[src/rtl/paddle_motion.sv]
// Frame-synchronous paddle Y motion: speed ramp, playfield clamping and limit flags.
// Optional auto-stop on typematic silence is enabled by defining PADDLE_AUTO_STOP_EN.
module paddle_motion #(
    parameter int Y_W         = 10,
    parameter int Y_MIN       = 0,
    parameter int Y_MAX       = 416,
    parameter int Y_INIT      = 208,
    parameter int V_MAX       = 8,
    parameter int ACC_FRAMES  = 4,
    parameter int HOLD_FRAMES = 15
) (
    input  logic           clock,
    input  logic           reset,
    input  logic           frame_tick,
    input  logic           up,
    input  logic           down,
    input  logic           key_strobe,
    output logic [Y_W-1:0] paddle_y,
    output logic           moving,
    output logic           at_top,
    output logic           at_bottom
);
    localparam int XW   = Y_W + 1;
    localparam int SP_W = $clog2(V_MAX + 1);
    localparam int AC_W = (ACC_FRAMES > 1) ? $clog2(ACC_FRAMES) : 1;
    localparam logic [XW-1:0] TOP = XW'(Y_MIN);
    localparam logic [XW-1:0] BOT = XW'(Y_MAX);

    typedef enum logic [1:0] {IDLE, ACCEL, CRUISE} state_t;

    state_t          state, state_n;
    logic [SP_W-1:0] speed, speed_n;
    logic [AC_W-1:0] acc_cnt, acc_n;
    logic            dir_up, dir_n;
    logic [Y_W-1:0]  y_n;
    logic            req_up, req_dn, do_move, hit;
    logic [XW-1:0]   y_x, sp_x, y_mv;

`ifdef PADDLE_AUTO_STOP_EN
    localparam int HC_W = $clog2(HOLD_FRAMES + 1);
    logic [HC_W-1:0] hold_cnt;
    logic            mask;
    // A strobe on the tick itself clears the counter, so it must not mask that tick.
    assign mask = (hold_cnt == HC_W'(HOLD_FRAMES)) && !key_strobe;
`else
    localparam int UNUSED_HOLD = HOLD_FRAMES;
    logic unused_strobe;
    logic mask;
    assign unused_strobe = key_strobe;
    assign mask = 1'b0;
`endif

    assign req_up = up & ~down & ~mask;
    assign req_dn = down & ~up & ~mask;

    always_comb begin
        state_n = state;
        speed_n = speed;
        acc_n   = acc_cnt;
        dir_n   = dir_up;
        do_move = 1'b0;
        case (state)
            IDLE: begin
                if ((req_up && paddle_y != Y_W'(Y_MIN)) || (req_dn && paddle_y != Y_W'(Y_MAX))) begin
                    state_n = ACCEL;
                    speed_n = SP_W'(1);
                    acc_n   = '0;
                    dir_n   = req_up;
                    do_move = 1'b1;
                end
            end
            default: begin
                if (!req_up && !req_dn) begin
                    state_n = IDLE;
                    speed_n = '0;
                    acc_n   = '0;
                end else if (req_up != dir_up) begin
                    state_n = ACCEL;
                    speed_n = SP_W'(1);
                    acc_n   = '0;
                    dir_n   = req_up;
                    do_move = 1'b1;
                end else begin
                    do_move = 1'b1;
                    if (state == CRUISE) begin
                        speed_n = SP_W'(V_MAX);
                    end else begin
                        if (acc_cnt == AC_W'(ACC_FRAMES - 1)) begin
                            acc_n = '0;
                            if (speed < SP_W'(V_MAX))
                                speed_n = speed + SP_W'(1);
                        end else begin
                            acc_n = acc_cnt + AC_W'(1);
                        end
                        if (speed_n == SP_W'(V_MAX))
                            state_n = CRUISE;
                    end
                end
            end
        endcase

        // Extra bit of headroom keeps the subtraction and addition from wrapping.
        y_x  = XW'(paddle_y);
        sp_x = XW'(speed_n);
        if (dir_n) begin
            y_mv = (y_x < TOP + sp_x) ? TOP : y_x - sp_x;
            hit  = (y_mv == TOP);
        end else begin
            y_mv = (y_x + sp_x > BOT) ? BOT : y_x + sp_x;
            hit  = (y_mv == BOT);
        end
        y_n = paddle_y;
        if (do_move) begin
            y_n = Y_W'(y_mv);
            if (hit) begin
                state_n = IDLE;
                speed_n = '0;
                acc_n   = '0;
            end
        end
    end

    always_ff @(posedge clock) begin
        if (reset) begin
            state    <= IDLE;
            speed    <= '0;
            acc_cnt  <= '0;
            dir_up   <= 1'b0;
            paddle_y <= Y_W'(Y_INIT);
            moving   <= 1'b0;
        end else if (frame_tick) begin
            state    <= state_n;
            speed    <= speed_n;
            acc_cnt  <= acc_n;
            dir_up   <= dir_n;
            paddle_y <= y_n;
            moving   <= (state_n != IDLE);
        end
    end

`ifdef PADDLE_AUTO_STOP_EN
    always_ff @(posedge clock) begin
        if (reset)
            hold_cnt <= HC_W'(HOLD_FRAMES);
        else if (key_strobe)
            hold_cnt <= '0;
        else if (frame_tick && hold_cnt != HC_W'(HOLD_FRAMES))
            hold_cnt <= hold_cnt + HC_W'(1);
    end
`endif

    assign at_top    = (paddle_y == Y_W'(Y_MIN));
    assign at_bottom = (paddle_y == Y_W'(Y_MAX));
endmodule
[config.mk]
export PLATFORM = sky130hd
export DESIGN_NAME = paddle_motion
export DESIGN_NICKNAME = d
export VERILOG_FILES = /design/src/rtl/paddle_motion.sv
export SDC_FILE = /design/constraint.sdc
export NUM_CORES = 1
export LEC_CHECK = 0
export CORE_UTILIZATION = 52
export DETAILED_ROUTE_END_ITERATION = 16
export PLACE_DENSITY = 0.77
export SLEW_MARGIN = 10
export SYNTH_ARGS = -nofsm -noshare
export SYNTH_HDL_FRONTEND = slang
export SYNTH_SLANG_ARGS = --single-unit
[constraint.sdc]
create_clock -name clock -period 3.86 [get_ports clock]
set_input_delay 0.386 -clock clock [delete_from_list [all_inputs] [get_ports clock]]
set_output_delay 0.386 -clock clock [all_outputs]
set_load 0.01 [all_outputs]
After elaboration in Yosys (flattened, before gate mapping)
Index checks and enable logic that the tools add are counted.
{ "totals": {"inputBits": 6, "reg_bits": 20, "wordCells": 76} }
{ "classes": {"eq_ne": 7, "n_reduce_logical": 12, "muxes": 40, "n_lt_le_gt_ge": 3, "add_sub_neg": 4, "bitwise": 4} }
{ "op_table": {"columns": ["cell", "count"], "rows": [
  ["4-bit 2-to-1 mux", 13],
  ["2-bit 2-to-1 mux", 16],
  ["11-bit 2-to-1 mux", 2],
  ["10-bit by 4-bit adder with 11-bit output", 1],
  ["11-bit by 9-bit equality test with 1-bit output, second input constant", 1],
  ["11-bit by 9-bit greater-than comparator with 1-bit output, second input constant", 1],
  ["11-bit logical NOT", 1],
  ["10-bit by 4-bit subtractor with 11-bit output", 1],
  ["10-bit by 9-bit equality test with 1-bit output, second input constant", 1],
  ["10-bit logical NOT", 1],
  ["10-bit by 4-bit < comparator with 1-bit output", 1],
  ["10-bit 2-to-1 mux", 1],
  ["10-bit by 9-bit inequality test with 1-bit output, second input constant", 1],
  ["10-bit nonzero test", 1],
  ["1-bit 2-to-1 mux", 8],
  ["4-bit by 1-bit adder with 4-bit output, second input constant", 1],
  ["2-bit equality test, second input constant", 2],
  ["4-bit equality test, second input constant", 1],
  ["4-bit < comparator, second input constant", 1],
  ["1-bit logical AND", 3],
  ["2-bit by 1-bit adder with 2-bit output, second input constant", 1],
  ["1-bit bitwise AND", 2],
  ["1-bit logical NOT", 2],
  ["2-bit logical NOT", 1],
  ["other kinds (5)", 6]
]} }

Depth between registers and ports, before layout
{ "logic_depth": {"ltp_word": 19, "mapped_depth": 16, "depth_no_buf": 16} }

Worst setup path before layout
OpenSTA, ideal clock, no wires.
{ "synth_timing": {"path_kind": "reg2reg", "start": "register paddle_y[6]", "end": "register paddle_y[3]", "synth_period_minus_slack_ps": 4078, "stages_incl_launch_ff": 17, "arrival_ps": 3999, "setup_ps": 79, "slack_ps": -218, "path_cell_list": "dfxtp_1 buf_2 nor2_4 and3_1 o221ai_1 o21ai_0 a21oi_1 ha_1 inv_1 fa_1 nand2b_1 a211oi_2 nand2_1 xnor2_1 o21ai_1 or4b_4 a211oi_2"} }
{ "synth_via": {"elab_chain_cells": 9, "word_cells_on_any_way": 19, "classes_between": "add/sub (2); order compare (2); eq/ne (1); mux (9); reduce/logical (5)"} }
{ "synth_lines": {"columns": ["item", "line", "text"], "rows": [
  ["start, declared", "18", "output logic [Y_W-1:0] paddle_y,"],
  ["start signal, assigned", "129", "paddle_y <= Y_W'(Y_INIT);"],
  ["start signal, assigned", "136", "paddle_y <= y_n;"],
  ["10-bit by 9-bit inequality test with 1-bit output / 10-bit nonzero test (equally long branches)", "64", "if ((req_up && paddle_y != Y_W'(Y_MIN)) || (req_dn && paddle_y != Y_W'(Y_MAX))) begin"],
  ["1-bit logical AND", "64", null],
  ["1-bit logical OR", "64", null],
  ["4-bit 2-to-1 mux", "64", null],
  ["4-bit 2-to-1 mux", "62", "case (state)"],
  ["10-bit by 4-bit adder with 11-bit output", "109", "y_mv = (y_x + sp_x > BOT) ? BOT : y_x + sp_x;"],
  ["11-bit by 9-bit greater-than comparator with 1-bit output", "109", null],
  ["11-bit 2-to-1 mux", "109", null],
  ["10-bit 2-to-1 mux", "105", "if (dir_n) begin"]
]} }
Parallel ways exist; a longest one is shown, timed or not.
A chain may end at the register's enable or synchronous reset.

Worst setup path after layout
{ "layout_timing": {"start": "register paddle_y[8]", "end": "register paddle_y[3]"} }
The elaborated chain is that of the path after synthesis.

==> key figures <==
Critical path
  – Crit path required time: 4.04 ns
  – Worst-path maximum fanout: 4
  – Crit start category: flop
  – CP Capture Type: flop
  – Critical path class: reg2reg
  – Data arrival time of the worst path: 4.07 ns
  – Crit-path cells: and4b_1 > and3_4 > o221ai_4 > buf_6 > o21ai_2 > a21oi_2 > ha_2 > inv_1 > fa_2 > nand2b_4 > buf_6 > a21o_1 > xnor2_2 > a311oi_2 > o21ai_2 > or4b_4 > a211oi_2
  – Slowest-stage cell, CP: or4b_4
  – Crit-path max cell delay: 0.48 ns

Routing
  – Drt first pass iters: 7
  – Number of remaining DRC errors: 0
  – Vias: 2604
  – Final wirelength: ~8000 µm
  – Via/cell ratio: 6.80
  – Post-DRT Antenna Nets: 0
  – Drt wl/cell: between 20 and 25 µm
  – DR iter-0 viols: 370

STA
  – RSZ-0062 raised after global routing: true
  – Post-route clock period utilization: 101%
  – Setup violations, final: 3
  – Max-slew violation count: 0
  – Worst rel slew slack: 50.7%
  – Min Clock Period, post-route: between 3 and 4 ns
  – Fin worst setup slack: -0.0324 ns
  – Slew @ Worst Pin: about 0.74 ns
  – Highest clock rate: approximately 260 MHz
  – TNS Setup: -0.0431 ns
  – Hold Vio Cnt, Final: 0
  – Clk_skew: about 0.0053 ns

GRT
  – GRT Util Overall: 33.5%
  – Global Route met3 Usage: 5.11%
  – Antenna violations before repair: 0
  – GRT Max-Usage Layer: met2
  – Largest net degree at the start of global routing: 20
  – Met1 Use GR: 42.0%
  – M2 GR Usage: a little over half
  – Congestion Overflow GR: 0
  – First-pass GRT wire length: roughly 11000 µm
  – Vias in the first global route: around 2300

Floorplanning
  – Initial Util: roughly 56%
  – Die Area: 3970 µm²
  – IO Count: 19
  – Die Y: around 63 µm
  – Core area: roughly 3400 µm²
  – Die Width: 63.0 µm
  – Rows: 21

Clock network
  – Clk pin slew, worst setup/hold paths: 0.09 ns
  – Hold-fix buffers, CTS: 0
  – Clock latency on the worst-skew pair: 0.27 ns
  – Num CTS Buffers: 3
  – Clk sinks: 20
  – CTS Buffer Depth: 2
  – CTS tree: done
  – Clk Tree Root Cell: clkbuf_8
  – H-tree depth: 1

Yosys
  – Post-synth top area share: 20.7%
  – Cells after synthesis: 257
  – Commonest cells post-synth: 23 x nand2_1, 22 x nor2_1, 21 x inv_1
  – Main flop type after synthesis: dfxtp_1
  – Synth area leaders: dfxtp_1 21%, ha_1 7.8%, a21oi_1 5.2%, nand2_1 4.5%, nor2_1 4.3%
  – Synth area leader: dfxtp_1
  – Avg Cell Area, Syn: 7.52 µm²
  – Count of different cell masters after synthesis: 64
  – Sequential area share after synthesis: between 20% and 30%
  – Cell area after synthesis: 1930 µm²
  – Synth Net Count: around 280
  – #FFs+latches synth: 20
  – Synth Warn #: 0
  – Most common cell in the synthesized netlist: nand2_1
  – Post-synth EDFFs: 0
  – Ys async rst share: 0%

Power and ir drop
  – Power density cells: about 290 nW/µm²
  – Switching Share: 36.8%
  – Leak: 1.19 nW
  – Comb power frac: 46.2%
  – Clock power frac: 26.5%
  – Register share of total power: 27.3%
  – Max VDD drop: 0.000270 V
  – Internal power: approximately 0.54 mW
  – Psw: 0.315 mW

Run status
  – Status: finished with violations
  – Failing checks: negative setup slack

Final layout
  – Ant. Diodes: 0
  – Reg area: around 410 µm²
  – Non-Filler Instances: 383
  – Finished Cell Area: roughly 3000 µm²
  – Share of cells above drive strength 1: 40.7%
  – Footprint of the multi-input gates: 1680 µm²
  – Layout filler cell count: 163
  – Area growth from synthesis to layout: 55.3%
  – Nets@finish: about 360

Hold path
  – Hold Crit Class: reg2reg

Placement
  – IO buf count: 17
  – Placed insts: 368
  – Hpwl dp: 4570 µm
  – Cell Area, Placed: 2550 µm²
  – Gpl congestion: between 0.9 and 1

Job
  – Max cap viols: 0
-- timing repair --
action,CTS,global route
pin swaps,6,26
setup endpoints to repair,17,16
resized for setup,16,52
setup buffers,1,10
-- flip-flops by register name, indices dropped and copies added (netlist names) --
register and count:
moving 1, state 2, dir_up 1, paddle_y 10
speed 4, acc_cnt 2
-- cells by family (layout without fill, tap and decap cells) --
logic type / count (synthesis) / count (layout) / share of synthesized area, %
buffers and inverters: 32 / 112 / 7.12
adder cells (fa/ha/maj): 14 / 14 / 9.84
AND/OR/NAND/NOR: 93 / 93 / 26.0
flip-flops: 20 / 20 / 20.7
multiplexers: 1 / 1 / 0.518
XOR/XNOR: 9 / 9 / 4.08
AO/OA/AOI/OAI: 88 / 88 / 31.8
-- power groups by stage --
stage | registers, mW | clock network (mW) | logic, mW
after floorplan | 0.241 | 0 | 0.163
after global placement | 0.236 | 0 | 0.297
after detailed placement | 0.237 | 0 | 0.304
after CTS | 0.233 | 0.219 | 0.321
after global routing | 0.236 | 0.226 | 0.410
final | 0.234 | 0.227 | 0.396
-- layout by cell type (no fill, tap or decap), types with 4 or more instances in the layout --
cell type,count
buf_4,64
nand2_1,23
nor2_1,20
inv_1,19
dfxtp_1,16
a21oi_1,15
clkdlybuf4s50_1,15
o21ai_2,8
nor3_1,7
nand4_1,7
o21ai_0,7
a31oi_1,6
ha_4,6
nand3_1,5
xnor2_1,5
ha_1,5
inv_2,4
nand2b_1,4
a21oi_2,4
o211ai_1,4
a211oi_1,4
buf_6,4
-- layer usage --
| metal | up-vias | share of wire (%) | wire length [µm] |
|---|---|---|---|
| met5 | - | 0 | 0 |
| met4 | 0 | 6.9 | 546 |
| met3 | 71 | 11 | 859 |
| met2 | 240 | 45 | 3570 |
| met1 | 1182 | 37 | 2980 |
| li1 | 1111 | - | - |
-- layout make-up --
| class | instances | area share, % |
|---|---|---|
| multi-input combinational | 205 | 55.9 |
| tap | 46 | 1.92 |
| inverter | 23 | 2.88 |
| timing repair buffer | 85 | 23.3 |
| sequential | 20 | 13.6 |
| clock buffer | 3 | 1.38 |
| clock inverter | 1 | 1.00 |
-- path summary, 6_finish.rpt --
kind,endpoint,depth (start not counted),from,slack [ns]
setup / recovery,paddle_y[3],17,paddle_y[8],-0.03
hold / removal,acc_cnt[0],2,acc_cnt[0],0.51
setup reg to reg,paddle_y[3],17,paddle_y[8],-0.03
hold reg to reg,acc_cnt[0],2,acc_cnt[0],0.51
-- stage by stage --
| stage | utilization [%] | hold WS [ns] | worst slack, ns | power [mW] |
|---|---|---|---|---|
| floorplan | - | 0.442 | 0.0000364 | 0.404 |
| global placement | 74.2 | 0.454 | -0.339 | 0.533 |
| detailed placement | 74.2 | 0.468 | -0.458 | 0.541 |
| CTS | 78.3 | 0.478 | 0.0201 | 0.772 |
| global route | 87.2 | 0.525 | -0.111 | 0.872 |
| finish | 87.2 | 0.509 | -0.0324 | 0.857 |
-- critical path, delay by kind of cell (launching register included) --
kind	cells	cell delay [ns]
compound gates	7	1.27
simple gates	4	1.11
fa+ha+maj	2	0.57
flops	1	0.35
buf+inv	3	0.32
xor+xnor	1	0.18
Note: power is estimated with default switching activity, not from simulation.
